### src/rtl/reliability_inbound_handler_pkg.sv
// Shared constants, message codes and helpers for the reliability inbound handler.
// The header-field layout is common with the outbound side and the splitter.
package reliability_inbound_handler_pkg;

  localparam int AXIS_DATA_WIDTH          = 64;
  localparam int AXIS_KEEP_WIDTH          = AXIS_DATA_WIDTH / 8;
  localparam int AXIS_FROM_NB_TDEST_WIDTH = 8;
  localparam int AXIS_FROM_NB_TUSER_WIDTH = 16;

  localparam int PACKET_MSG_TYPE_WIDTH = 8;
  localparam int PACKET_ID_OFFSET      = 8;
  localparam int PACKET_ID_WIDTH       = 8;
  localparam int COUNT_WIDTH           = 16;

  typedef logic [PACKET_MSG_TYPE_WIDTH-1:0] msg_type_t;

  localparam msg_type_t RPM_MSG_TYPE_PUB     = 8'h01;
  localparam msg_type_t RPM_MSG_TYPE_PUBREC  = 8'h02;
  localparam msg_type_t RPM_MSG_TYPE_PUBREL  = 8'h03;
  localparam msg_type_t RPM_MSG_TYPE_PUBCOMP = 8'h04;

  typedef enum logic [1:0] {
    ST_IDLE = 2'd0,
    ST_FWD  = 2'd1,
    ST_DROP = 2'd2,
    ST_RESP = 2'd3
  } state_t;

  function automatic logic [COUNT_WIDTH-1:0] sat_inc(input logic [COUNT_WIDTH-1:0] v);
    logic [COUNT_WIDTH-1:0] r;
    if (v == 16'hFFFF) begin
      r = v;
    end else begin
      r = v + 16'd1;
    end
    return r;
  endfunction

  // A response beat carries only the message type and the echoed packet ID.
  function automatic logic [AXIS_DATA_WIDTH-1:0] build_resp_data(
    input msg_type_t                  t,
    input logic [PACKET_ID_WIDTH-1:0] id
  );
    logic [AXIS_DATA_WIDTH-1:0] d;
    d = {AXIS_DATA_WIDTH{1'b0}};
    d[PACKET_MSG_TYPE_WIDTH-1:0]                 = t;
    d[PACKET_ID_OFFSET +: PACKET_ID_WIDTH]       = id;
    return d;
  endfunction

endpackage

### src/rtl/reliability_inbound_handler_if.sv
// AXI-Stream bundle used for the inbound, to-application and response ports.
interface reliability_inbound_handler_if;
  import reliability_inbound_handler_pkg::*;

  logic                                tvalid;
  logic                                tready;
  logic [AXIS_DATA_WIDTH-1:0]          tdata;
  logic [AXIS_KEEP_WIDTH-1:0]          tkeep;
  logic [AXIS_FROM_NB_TDEST_WIDTH-1:0] tid;
  logic [AXIS_FROM_NB_TDEST_WIDTH-1:0] tdest;
  logic [AXIS_FROM_NB_TUSER_WIDTH-1:0] tuser;
  logic                                tlast;

  modport master (
    output tvalid, tdata, tkeep, tid, tdest, tuser, tlast,
    input  tready
  );

  modport slave (
    input  tvalid, tdata, tkeep, tid, tdest, tuser, tlast,
    output tready
  );

endinterface

### src/rtl/reliability_inbound_handler_id_bitmap.sv
// One-bit-per-packet-ID "already delivered" table with a combinational read port,
// plus the checker that forbids setting and clearing the same entry in one cycle.
module reliability_id_bitmap #(
  parameter int ID_WIDTH = 8
) (
  input  logic                clk,
  input  logic                rst_n,
  input  logic [ID_WIDTH-1:0] rd_idx,
  output logic                rd_bit,
  input  logic                set_en,
  input  logic [ID_WIDTH-1:0] set_idx,
  input  logic                clr_en,
  input  logic [ID_WIDTH-1:0] clr_idx
);

  localparam int DEPTH = 1 << ID_WIDTH;

  logic [DEPTH-1:0] bits_r;

  assign rd_bit = bits_r[rd_idx];

  // Bitmap storage: set on first-copy PUB, clear on PUBREL.
  always_ff @(posedge clk or negedge rst_n) begin
    if (!rst_n) begin
      bits_r <= {DEPTH{1'b0}};
    end else begin
      if (set_en) begin
        bits_r[set_idx] <= 1'b1;
      end
      if (clr_en) begin
        bits_r[clr_idx] <= 1'b0;
      end
    end
  end

  reliability_id_bitmap_chk #(.ID_WIDTH(ID_WIDTH)) u_chk (
    .clk     (clk),
    .rst_n   (rst_n),
    .set_en  (set_en),
    .set_idx (set_idx),
    .clr_en  (clr_en),
    .clr_idx (clr_idx)
  );

endmodule

module reliability_id_bitmap_chk #(
  parameter int ID_WIDTH = 8
) (
  input logic                clk,
  input logic                rst_n,
  input logic                set_en,
  input logic [ID_WIDTH-1:0] set_idx,
  input logic                clr_en,
  input logic [ID_WIDTH-1:0] clr_idx
);

  a_no_set_clr_same_idx: assert property (
    @(posedge clk) disable iff (!rst_n)
      !(set_en && clr_en && (set_idx == clr_idx))
  );

endmodule

### src/rtl/reliability_inbound_handler.sv
// Receiver side of the reliability protocol: forwards first-copy PUBs to the
// application, drops duplicates, and answers PUB/PUBREL with PUBREC/PUBCOMP.
module reliability_inbound_handler
  import reliability_inbound_handler_pkg::*;
(
  input  logic                         i_clk,
  input  logic                         i_ap_rst_n,
  reliability_inbound_handler_if.slave  in_axis,
  reliability_inbound_handler_if.master to_app_axis,
  reliability_inbound_handler_if.master resp_axis,
  output logic [COUNT_WIDTH-1:0]       o_dup_count,
  output logic [COUNT_WIDTH-1:0]       o_bad_type_count
);

  state_t                              state_r;
  state_t                              state_s;
  msg_type_t                           first_type_s;
  logic [PACKET_ID_WIDTH-1:0]          first_id_s;
  logic                                is_pub_s;
  logic                                is_pubrel_s;
  logic                                seen_s;
  logic                                in_ready_s;
  logic                                app_valid_s;
  logic                                resp_valid_s;
  logic                                in_hs_s;
  logic                                first_hs_s;
  logic                                set_en_s;
  logic                                clr_en_s;
  logic                                dup_hit_s;
  logic                                bad_hit_s;
  logic [AXIS_DATA_WIDTH-1:0]          resp_data_r;
  logic [AXIS_FROM_NB_TDEST_WIDTH-1:0] resp_tid_r;
  logic [AXIS_FROM_NB_TDEST_WIDTH-1:0] resp_tdest_r;
  logic [AXIS_FROM_NB_TUSER_WIDTH-1:0] resp_user_r;
  logic                                bad_r;
  logic [COUNT_WIDTH-1:0]              dup_count_r;
  logic [COUNT_WIDTH-1:0]              bad_count_r;

  assign first_type_s = in_axis.tdata[PACKET_MSG_TYPE_WIDTH-1:0];
  assign first_id_s   = in_axis.tdata[PACKET_ID_OFFSET +: PACKET_ID_WIDTH];
  assign is_pub_s     = (first_type_s == RPM_MSG_TYPE_PUB);
  assign is_pubrel_s  = (first_type_s == RPM_MSG_TYPE_PUBREL);

  assign in_hs_s    = in_axis.tvalid && in_ready_s;
  assign first_hs_s = (state_r == ST_IDLE) && in_hs_s;
  assign set_en_s   = first_hs_s && is_pub_s && !seen_s;
  assign clr_en_s   = first_hs_s && is_pubrel_s;
  assign dup_hit_s  = first_hs_s && is_pub_s && seen_s;
  assign bad_hit_s  = first_hs_s && !is_pub_s && !is_pubrel_s;

  reliability_id_bitmap #(.ID_WIDTH(PACKET_ID_WIDTH)) u_bitmap (
    .clk     (i_clk),
    .rst_n   (i_ap_rst_n),
    .rd_idx  (first_id_s),
    .rd_bit  (seen_s),
    .set_en  (set_en_s),
    .set_idx (first_id_s),
    .clr_en  (clr_en_s),
    .clr_idx (first_id_s)
  );

  // State register.
  always_ff @(posedge i_clk or negedge i_ap_rst_n) begin
    if (!i_ap_rst_n) begin
      state_r <= ST_IDLE;
    end else begin
      state_r <= state_s;
    end
  end

  // Next-state decode; only IDLE interprets a first beat.
  always_comb begin
    state_s = state_r;
    case (state_r)
      ST_IDLE: begin
        if (in_hs_s) begin
          if (is_pub_s && !seen_s) begin
            state_s = in_axis.tlast ? ST_RESP : ST_FWD;
          end else if (is_pub_s || is_pubrel_s) begin
            state_s = in_axis.tlast ? ST_RESP : ST_DROP;
          end else begin
            state_s = in_axis.tlast ? ST_IDLE : ST_DROP;
          end
        end else begin
          state_s = ST_IDLE;
        end
      end
      ST_FWD: begin
        if (in_hs_s && in_axis.tlast) begin
          state_s = ST_RESP;
        end else begin
          state_s = ST_FWD;
        end
      end
      ST_DROP: begin
        if (in_hs_s && in_axis.tlast) begin
          state_s = bad_r ? ST_IDLE : ST_RESP;
        end else begin
          state_s = ST_DROP;
        end
      end
      ST_RESP: begin
        if (resp_axis.tready) begin
          state_s = ST_IDLE;
        end else begin
          state_s = ST_RESP;
        end
      end
      default: begin
        state_s = ST_IDLE;
      end
    endcase
  end

  // Handshake outputs; held inactive while reset is asserted so a half-received
  // beat is not misread as a first beat before the clock resumes.
  always_comb begin
    in_ready_s   = 1'b0;
    app_valid_s  = 1'b0;
    resp_valid_s = 1'b0;
    if (!i_ap_rst_n) begin
      in_ready_s = 1'b0;
    end else begin
      case (state_r)
        ST_IDLE: begin
          if (in_axis.tvalid && is_pub_s && !seen_s) begin
            in_ready_s  = to_app_axis.tready;
            app_valid_s = 1'b1;
          end else if (in_axis.tvalid) begin
            in_ready_s = 1'b1;
          end else begin
            in_ready_s = 1'b0;
          end
        end
        ST_FWD: begin
          in_ready_s  = to_app_axis.tready;
          app_valid_s = in_axis.tvalid;
        end
        ST_DROP: begin
          in_ready_s = 1'b1;
        end
        ST_RESP: begin
          resp_valid_s = 1'b1;
        end
        default: begin
          in_ready_s = 1'b0;
        end
      endcase
    end
  end

  // Response context captured at the first-beat handshake; tid/tdest swap so the
  // reply is addressed back to the sender.
  always_ff @(posedge i_clk or negedge i_ap_rst_n) begin
    if (!i_ap_rst_n) begin
      resp_data_r  <= {AXIS_DATA_WIDTH{1'b0}};
      resp_tid_r   <= {AXIS_FROM_NB_TDEST_WIDTH{1'b0}};
      resp_tdest_r <= {AXIS_FROM_NB_TDEST_WIDTH{1'b0}};
      resp_user_r  <= {AXIS_FROM_NB_TUSER_WIDTH{1'b0}};
      bad_r        <= 1'b0;
    end else if (first_hs_s) begin
      resp_data_r  <= build_resp_data(is_pub_s ? RPM_MSG_TYPE_PUBREC : RPM_MSG_TYPE_PUBCOMP,
                                      first_id_s);
      resp_tid_r   <= in_axis.tdest;
      resp_tdest_r <= in_axis.tid;
      resp_user_r  <= in_axis.tuser;
      bad_r        <= bad_hit_s;
    end
  end

  // Saturating event counters.
  always_ff @(posedge i_clk or negedge i_ap_rst_n) begin
    if (!i_ap_rst_n) begin
      dup_count_r <= 16'd0;
      bad_count_r <= 16'd0;
    end else begin
      if (dup_hit_s) begin
        dup_count_r <= sat_inc(dup_count_r);
      end
      if (bad_hit_s) begin
        bad_count_r <= sat_inc(bad_count_r);
      end
    end
  end

  assign in_axis.tready     = in_ready_s;

  assign to_app_axis.tvalid = app_valid_s;
  assign to_app_axis.tdata  = in_axis.tdata;
  assign to_app_axis.tkeep  = in_axis.tkeep;
  assign to_app_axis.tid    = in_axis.tid;
  assign to_app_axis.tdest  = in_axis.tdest;
  assign to_app_axis.tuser  = in_axis.tuser;
  assign to_app_axis.tlast  = in_axis.tlast;

  assign resp_axis.tvalid   = resp_valid_s;
  assign resp_axis.tdata    = resp_data_r;
  assign resp_axis.tkeep    = {AXIS_KEEP_WIDTH{1'b1}};
  assign resp_axis.tid      = resp_tid_r;
  assign resp_axis.tdest    = resp_tdest_r;
  assign resp_axis.tuser    = resp_user_r;
  assign resp_axis.tlast    = 1'b1;

  assign o_dup_count        = dup_count_r;
  assign o_bad_type_count   = bad_count_r;

endmodule

### src/flat_wrapper.sv
// flat-port wrapper written by rule: the top's interface ports become plain ports
module reliability_inbound_handler_flat import reliability_inbound_handler_pkg::*;
  (i_clk, i_ap_rst_n, o_dup_count, o_bad_type_count, in_axis_tvalid, in_axis_tdata, in_axis_tkeep, in_axis_tid, in_axis_tdest, in_axis_tuser, in_axis_tlast, in_axis_tready, to_app_axis_tvalid, to_app_axis_tdata, to_app_axis_tkeep, to_app_axis_tid, to_app_axis_tdest, to_app_axis_tuser, to_app_axis_tlast, to_app_axis_tready, resp_axis_tvalid, resp_axis_tdata, resp_axis_tkeep, resp_axis_tid, resp_axis_tdest, resp_axis_tuser, resp_axis_tlast, resp_axis_tready);
  reliability_inbound_handler_if in_axis_i ();
  reliability_inbound_handler_if to_app_axis_i ();
  reliability_inbound_handler_if resp_axis_i ();
  input  logic i_clk;
  input  logic i_ap_rst_n;
  output logic [COUNT_WIDTH-1:0] o_dup_count;
  output logic [COUNT_WIDTH-1:0] o_bad_type_count;
  input wire logic [$bits(in_axis_i.tvalid)-1:0] in_axis_tvalid;
  input wire logic [$bits(in_axis_i.tdata)-1:0] in_axis_tdata;
  input wire logic [$bits(in_axis_i.tkeep)-1:0] in_axis_tkeep;
  input wire logic [$bits(in_axis_i.tid)-1:0] in_axis_tid;
  input wire logic [$bits(in_axis_i.tdest)-1:0] in_axis_tdest;
  input wire logic [$bits(in_axis_i.tuser)-1:0] in_axis_tuser;
  input wire logic [$bits(in_axis_i.tlast)-1:0] in_axis_tlast;
  output wire logic [$bits(in_axis_i.tready)-1:0] in_axis_tready;
  output wire logic [$bits(to_app_axis_i.tvalid)-1:0] to_app_axis_tvalid;
  output wire logic [$bits(to_app_axis_i.tdata)-1:0] to_app_axis_tdata;
  output wire logic [$bits(to_app_axis_i.tkeep)-1:0] to_app_axis_tkeep;
  output wire logic [$bits(to_app_axis_i.tid)-1:0] to_app_axis_tid;
  output wire logic [$bits(to_app_axis_i.tdest)-1:0] to_app_axis_tdest;
  output wire logic [$bits(to_app_axis_i.tuser)-1:0] to_app_axis_tuser;
  output wire logic [$bits(to_app_axis_i.tlast)-1:0] to_app_axis_tlast;
  input wire logic [$bits(to_app_axis_i.tready)-1:0] to_app_axis_tready;
  output wire logic [$bits(resp_axis_i.tvalid)-1:0] resp_axis_tvalid;
  output wire logic [$bits(resp_axis_i.tdata)-1:0] resp_axis_tdata;
  output wire logic [$bits(resp_axis_i.tkeep)-1:0] resp_axis_tkeep;
  output wire logic [$bits(resp_axis_i.tid)-1:0] resp_axis_tid;
  output wire logic [$bits(resp_axis_i.tdest)-1:0] resp_axis_tdest;
  output wire logic [$bits(resp_axis_i.tuser)-1:0] resp_axis_tuser;
  output wire logic [$bits(resp_axis_i.tlast)-1:0] resp_axis_tlast;
  input wire logic [$bits(resp_axis_i.tready)-1:0] resp_axis_tready;
  assign in_axis_i.tvalid = in_axis_tvalid;
  assign in_axis_i.tdata = in_axis_tdata;
  assign in_axis_i.tkeep = in_axis_tkeep;
  assign in_axis_i.tid = in_axis_tid;
  assign in_axis_i.tdest = in_axis_tdest;
  assign in_axis_i.tuser = in_axis_tuser;
  assign in_axis_i.tlast = in_axis_tlast;
  assign in_axis_tready = in_axis_i.tready;
  assign to_app_axis_tvalid = to_app_axis_i.tvalid;
  assign to_app_axis_tdata = to_app_axis_i.tdata;
  assign to_app_axis_tkeep = to_app_axis_i.tkeep;
  assign to_app_axis_tid = to_app_axis_i.tid;
  assign to_app_axis_tdest = to_app_axis_i.tdest;
  assign to_app_axis_tuser = to_app_axis_i.tuser;
  assign to_app_axis_tlast = to_app_axis_i.tlast;
  assign to_app_axis_i.tready = to_app_axis_tready;
  assign resp_axis_tvalid = resp_axis_i.tvalid;
  assign resp_axis_tdata = resp_axis_i.tdata;
  assign resp_axis_tkeep = resp_axis_i.tkeep;
  assign resp_axis_tid = resp_axis_i.tid;
  assign resp_axis_tdest = resp_axis_i.tdest;
  assign resp_axis_tuser = resp_axis_i.tuser;
  assign resp_axis_tlast = resp_axis_i.tlast;
  assign resp_axis_i.tready = resp_axis_tready;
  reliability_inbound_handler u_core (.i_clk(i_clk), .i_ap_rst_n(i_ap_rst_n), .in_axis(in_axis_i), .to_app_axis(to_app_axis_i), .resp_axis(resp_axis_i), .o_dup_count(o_dup_count), .o_bad_type_count(o_bad_type_count));
endmodule
### config.mk
export PLATFORM = sky130hd
export DESIGN_NAME = reliability_inbound_handler_flat
export DESIGN_NICKNAME = d
export VERILOG_FILES = /design/src/rtl/reliability_inbound_handler_pkg.sv /design/src/rtl/reliability_inbound_handler_if.sv /design/src/rtl/reliability_inbound_handler_id_bitmap.sv /design/src/rtl/reliability_inbound_handler.sv /design/src/flat_wrapper.sv
export SDC_FILE = /design/constraint.sdc
export NUM_CORES = 1
export LEC_CHECK = 0
export ABC_AREA = 1
export BUFFER_PORTS_ARGS = -buffer_cell sky130_fd_sc_hd__buf_2
export CAP_MARGIN = 40
export CORE_MARGIN = 8
export CORE_UTILIZATION = 42
export CTS_CLUSTER_DIAMETER = 60
export DETAILED_ROUTE_END_ITERATION = 8
export GPL_ROUTABILITY_DRIVEN = 0
export GPL_TIMING_DRIVEN = 0
export PLACE_DENSITY = 0.66
export SYNTH_ARGS = -nofsm -noshare
export SYNTH_HDL_FRONTEND = slang
export SYNTH_SLANG_ARGS = --single-unit
### constraint.sdc
create_clock -name i_clk -period 2.1 [get_ports i_clk]
set_input_delay 0.105 -clock i_clk [delete_from_list [all_inputs] [get_ports i_clk]]
set_output_delay 0.105 -clock i_clk [all_outputs]
set_load 0.03 [all_outputs]
==> flow_summary.toml, run 1 <==
[cells_and_area]
drive_above_1_share = 0.259
design_area_um2 = 23600
fin_nets = 3040
nFillCells = 4046
final_common_cell = "nand2_1"
syn2layout_area_growth_pct = 29.6
layout_common_cells = "nand2_1, a21oi_1, dfrtp_1"

[grt]
grt_use_total = 0.268
grt_pass1_vias = 18100
grt_pass1_wl_um = 106000
grt.overflow.total = 0
grt_max_degree = 123
grt_antenna_before_repair = 1

[timing]
clock-skew-final_ns = 0.0199
grt_setup_unrepaired = "yes"
slew_headroom = 0.410
holdWs_ns = -0.681
setup_ws_ns = -0.662
fmax_ghz = 0.362
hold_viol_final = 123
min_period_ns = 2.76
max_slew.worst_pin.slew_ns = 0.884
post-route-period-util = 1.32
drv_slew = 0
setup_viol = 335

[pwr]
power_density_nw_per_um2 = 759
p_leak_nw = 12.1
peakVddDrop_mv = 0.772
finalPower_w = 0.0179

[clocking]
clock_path_buffers = 3
cts.sinks = 333
cts_root_buffer = "clkbuf_16"
cts-buffers-inserted = 40
cts_hold_buf = 41
cts.reportedPaths.clkPinSlew_ns = 0.06
cts_tree = "done"
clk-insertion-delay-late_ns = 0.58
htreeDepth = 2

[detailed_routing]
wl_per_cell_um = 19.8
dr.pass1.iters = 6
antenna_left = 0
viasPerCell = 5.33
wl_um = 70100
drt_iter0_markers = 1919
drc = 0
num_vias = 18900

[critical_path]
cp_max_fo = 4
reg2reg_from = "u_core.u_bitmap.bits_r[111]"
critPathCaptureType = "output port"
start_kind = "flop"
r2r_cells = 21
rr_endpoint = "u_core.u_bitmap.bits_r[146]"
crit_arrival_ns = 2.66
r2r_setup_slack_ns = -0.60
worst-setup-path-type = "reg -> out"
cp.required_ns = 2.00
crit_path_start = "u_core.u_bitmap.bits_r[111]"

[yosys]
synth_area_um2 = 18200
seq_area_frac_synth = 0.457
synthCells = 2510
syn_area_per_cell_um2 = 7.26
yosys_warnings = 0
synth_seq_cells = 333
ys_types = 33

[floorplanning]
dieArea_um2 = 50300
dieWidth_um = 224
die-height_um = 224
initial_core_util = 0.424
core_um2 = 43000
fp-row-count = 76
ios = 355

[worst_hold_path]
holdCritPathClass = "in -> async"

[outcome]
violations = "negative hold slack, negative setup slack"
status = "finished with violations"

[placement]
placed_cell_area_um2 = 20800
dp_hpwl_um = 47700
port_buffers = 235

[run]
drv_cap = 0
-- cells in the mapped netlist --
| master | instances | area share |
|---|---|---|
| clkbuf_1 | 66 | 0.014 |
| nor4b_1 | 2 | 0.00096 |
| xnor2_1 | 10 | 0.0048 |
| buf_1 | 13 | 0.0027 |
| nor2_2 | 2 | 0.00069 |
| clkinv_1 | 1 | 0.00021 |
| buf_4 | 173 | 0.071 |
| and2_1 | 1 | 0.00034 |
| nor3_1 | 8 | 0.0022 |
| nand2_1 | 834 | 0.17 |
| buf_2 | 63 | 0.017 |
| inv_1 | 41 | 0.0084 |
| nand3_2 | 1 | 0.00055 |
| o211ai_1 | 1 | 0.00041 |
| conb_1 | 2 | 0.00041 |
| ha_1 | 2 | 0.0014 |
| a211oi_1 | 1 | 0.00041 |
| a21oi_1 | 515 | 0.14 |
| nor4_1 | 6 | 0.0021 |
| nand2_2 | 1 | 0.00034 |
| nand3b_1 | 1 | 0.00041 |
| nand3_1 | 39 | 0.011 |
| nand4_1 | 5 | 0.0017 |
| dfrtp_1 | 333 | 0.46 |
| o21ai_0 | 18 | 0.0049 |
| xor2_1 | 18 | 0.0087 |
| nor2_1 | 344 | 0.071 |
| o21ai_1 | 1 | 0.00027 |
| nand4_4 | 1 | 0.0012 |
| a21boi_0 | 1 | 0.00041 |
| o21bai_1 | 2 | 0.00082 |
| inv_2 | 3 | 0.00062 |
| o21a_1 | 1 | 0.00041 |
-- metrics by stage --
step / instances / setup WS [ns] / hold WS (ns) / util / setup TNS [ns]
final: 3540 / -0.662 / -0.681 / 0.549 / -166.62
after detailed placement: 3413 / -1.67 / -0.0955 / 0.484 / -493.51
after CTS: 3533 / -0.542 / -0.690 / 0.533 / -151.46
after global routing: 3540 / -0.763 / -0.687 / 0.549 / -212.68
after floorplan: 2571 / -0.0378 / -0.191 / - / -7.33
after global placement: 3391 / -6.37 / 0.323 / 0.477 / -3934.17
-- how the worst max path moves through the flow --
| stage | depth (start not counted) | end |
|---|---|---|
| after floorplan | 25 | u_core.o_dup_count[1] |
| after global placement | 9 | u_core.u_bitmap.bits_r[174] |
| after detailed placement | 22 | u_core.u_bitmap.bits_r[168] |
| after CTS | 17 | in_axis_tready |
| after global routing | 17 | to_app_axis_tvalid |
| final | 17 | to_app_axis_tvalid |
-- cell type report --
type | instances | area, µm² | share of cell area
clock buffers | 58 | 1140 | 0.0483
inverters | 45 | 181 | 0.00768
flip-flops and latches | 333 | 8330 | 0.353
multi-input cells | 1878 | 8640 | 0.366
repair buffers | 315 | 2140 | 0.0907
clock inverters | 10 | 114 | 0.00482
well taps | 585 | 732 | 0.0310
plain buffers | 315 | 2330 | 0.0989
diodes | 1 | 2.50 | 0.000106
-- cells by family (layout without fill, tap and decap cells) --
logic type               count (synthesis)  in the layout  share of synthesized area
AND/OR/NAND/NOR                       1245           1245                      0.264
adder cells (fa/ha/maj)                  2              2                    0.00137
XOR/XNOR                                28             28                     0.0135
other                                    2             64                   0.000412
buffers and inverters                  360            743                      0.114
flip-flops                             333            333                      0.457
AO/OA/AOI/OAI                          540            540                      0.149
-- sequential cells by signal (all words and copies together), names as in the netlist --
signal / flops
u_core.state_r: 2
u_core.o_dup_count: 16
u_core.o_bad_type_count: 16
u_core.resp_axis.tuser: 16
u_core.resp_axis.tdata: 10
u_core.resp_axis.tid: 8
u_core.u_bitmap.bits_r: 256
u_core.resp_axis.tdest: 8
u_core.bad_r: 1
-- power by group --
part | internal [W] | total, W | leakage [nW] | switching, W
combinational | 0.00114 | 0.00391 | 6.87 | 0.00277
sequential | 0.00687 | 0.00714 | 4.57 | 0.000278
clock | 0.00401 | 0.00686 | 0.613 | 0.00285
total | 0.0120 | 0.0179 | 12.1 | 0.00590
-- critical path: stages, from the launching register on --
cell	delay, ns
dfrtp_1	0.39
nand2_1	0.07
nand2_1	0.06
nand2_1	0.05
nand2_1	0.08
nand2_1	0.07
nand2_1	0.07
nor2_2	0.17
nor2_1	0.07
nor2_1	0.09
nand2_1	0.06
nand2_1	0.06
nand2_2	0.06
nor2_4	0.22
buf_6	0.14
nand2_4	0.06
a21oi_2	0.18
buf_6	0.16
-- metal layers --
layer,vias to the layer above,track usage,wire length (µm)
met5,-,0,0
met4,0,0.160,4240
met3,277,0.0586,7290
met2,1001,0.415,31700
met1,8916,0.342,26900
li1,8679,-,-
-- repair_timing --
action                                 4_1_cts  5_1_grt
pin swaps                                   10       15
endpoints found under the hold margin      163      123
setup endpoints to repair                  335      335
buffers inserted                            10        5
gates cloned                                 1        3
resized for setup                          109      171
No activity file was read; power rests on OpenSTA's default activity.
==> inputs of run 2 (changes only) <==
==> constraint.sdc (replaced) <==
create_clock -name i_clk -period 2.1 [get_ports i_clk]
set_input_delay 0.105 -clock i_clk [delete_from_list [all_inputs] [get_ports i_clk]]
set_output_delay 0.105 -clock i_clk [all_outputs]
set_load 0.1 [all_outputs]
==> run 2 against run 1 <==
Compared with the run above:
- the flow still finishes with violations (negative hold slack, negative setup slack)
- critical path depth stayed put
- count of clock-buffer cells in the layout is 2 lower
- global-route usage grew 0.37 points
- critical endpoint is now in_axis_tready
- largest power group is now combinational logic
==> flow_summary.toml, run 2 (synthesis gave the netlist of run 1 again) <==
[worst_hold_path]
holdCritPathClass = "in -> async"

[clocking]
htreeDepth = 2
cts.sinks = 333
cts-buffers-inserted = 38
cts_hold_buf = 41
cts.reportedPaths.clkPinSlew_ns = 0.06
clk-insertion-delay-late_ns = 0.56
clock_path_buffers = 3
cts_root_buffer = "clkbuf_16"
cts_tree = "done"

[critical_path]
critPathCaptureType = "output port"
cp.required_ns = 2.00
crit_path_frequent_cell = "nand2_1"
start_kind = "flop"
crit_path_top_delay_cell = "dfrtp_1"
cp_max_fo = 3
worst-setup-path-type = "reg -> out"
worstPathCellList = "nand2_1 > nand2_1 > nand2_1 > nand2_1 > nand2_1 > nand2_1 > nor2_2 > nor2_1 > nor2_1 > nand2_1 > nand2_1 > nand2_2 > nor2_4 > nand3_4 > nand2_4 > a21boi_4 > buf_12"
crit_arrival_ns = 2.63
max_stage_delay_ns = 0.38

[floorplanning]
ios = 355
initial_core_util = 0.424
core_um2 = 43000
dieWidth_um = 224
fp-row-count = 76
dieArea_um2 = 50300
die-height_um = 224

[detailed_routing]
antenna_left = 0
wl_per_cell_um = 20.5
viasPerCell = 5.41
drt_iter0_markers = 2206
drc = 0
num_vias = 19300
dr.pass1.iters = 6
wl_um = 73100

[placement]
port_buffers = 235
place_ws_ns = -1.55
dp_hpwl_um = 48100
placed_cell_area_um2 = 21000

[cells_and_area]
syn2layout_area_growth_pct = 34.0
nFillCells = 3876
register_area_um2 = 8370
layout_common_cells = "nand2_1, a21oi_1, nor2_1"
design_area_um2 = 24400
top_register = "u_core.u_bitmap.bits_r"
drive_above_1_share = 0.279
fin_nets = 3071
multi_input_area_um2 = 8770
final_common_cell = "nand2_1"
largest_reg_flops = 256

[pwr]
power_density_nw_per_um2 = 862
p_leak_nw = 12.3
finalPower_w = 0.0210
peakVddDrop_mv = 1.96

[grt]
grt_use_total = 0.272
grt.overflow.total = 0
grt_pass1_vias = 18400
grt_antenna_before_repair = 1
grt_pass1_wl_um = 107000
grt_max_degree = 122

[outcome]
status = "finished with violations"
violations = "negative hold slack, negative setup slack"

[timing]
clock-skew-final_ns = 0.0303
post-route-period-util = 1.30
grt_setup_unrepaired = "yes"
holdWs_ns = -0.516
min_period_ns = 2.74
drv_slew = 0
slew_headroom = 0.372
hold_viol_final = 100
fmax_ghz = 0.365
setup_viol = 335
setup_ws_ns = -0.638
max_slew.worst_pin.slew_ns = 0.941

[run]
drv_cap = 0
run 2: cell count changes in the layout (fill, tap and decap cells not counted), sizes merged:
cell / delta
buf: +21
bufinv: -1
inv: +1
clkinv: +1
clkbuf: +9
nand4: +1
diode: +1
run 2: final cells by class:
type	instances	share of cell area
multi-input combinational	1879	0.359
sequential	333	0.343
timing repair buffer	347	0.107
buffer	315	0.104
clock buffer	56	0.0446
tap	585	0.0300
inverter	45	0.00810
clock inverter	11	0.00441
antenna	2	0.000205
run 2: metrics by stage:
step | setup TNS [ns] | util | std cells
floorplan | -0.527 | - | 2571
global placement | -3972.59 | 0.482 | 3391
detailed placement | -456.53 | 0.489 | 3411
CTS | -148.55 | 0.548 | 3540
global route | -204.27 | 0.568 | 3572
finish | -167.86 | 0.568 | 3573
run 2: worst paths after layout:
| check | slack, ns | startpoint | cells after the start | to |
|---|---|---|---|---|
| min | -0.52 | i_ap_rst_n | 1 | u_core.u_bitmap.bits_r[103] |
| min reg2reg | 0.47 | u_core.resp_axis.tuser[9] | 2 | u_core.resp_axis.tuser[9] |
| max in group asynchronous | 1.58 | i_ap_rst_n | 2 | u_core.u_bitmap.bits_r[205] |
| max | -0.64 | u_core.u_bitmap.bits_r[47] | 17 | in_axis_tready |
| max reg2reg | -0.63 | u_core.u_bitmap.bits_r[47] | 21 | u_core.u_bitmap.bits_r[70] |
| min in group i_clk | 0.14 | in_axis_tdata[1] | 6 | u_core.resp_axis.tdata[1] |
run 2: what timing repair did:
item,4_1_cts,5_1_grt
cloned,6,9
endpoints found under the hold margin,135,95
setup buffers,15,21
endpoints found under the setup margin,336,336
gates resized for setup,188,141
pin swaps,17,16
run 2: power by group:
| group | leakage [nW] | switching, W | internal [W] |
|---|---|---|---|
| clock | 0.587 | 0.00282 | 0.00374 |
| combinational | 7.16 | 0.00609 | 0.00122 |
| sequential | 4.54 | 0.000300 | 0.00688 |
run 2: layer usage:
| layer | global-route usage | up-vias | share of wire |
|---|---|---|---|
| li1 | - | 8762 | - |
| met1 | 0.346 | 9097 | 0.37 |
| met2 | 0.425 | 1179 | 0.45 |
| met5 | 0 | - | 0 |
| met3 | 0.0643 | 300 | 0.11 |
| met4 | 0.147 | 0 | 0.061 |
run 2: worst max-delay path, delay by kind of cell (launching register included):
family	cells	cell delay [ns]
and+or+nand+nor	15	1.43
DFF	1	0.38
buffers and inverters	1	0.20
AOI/OAI and AO/OA	1	0.07
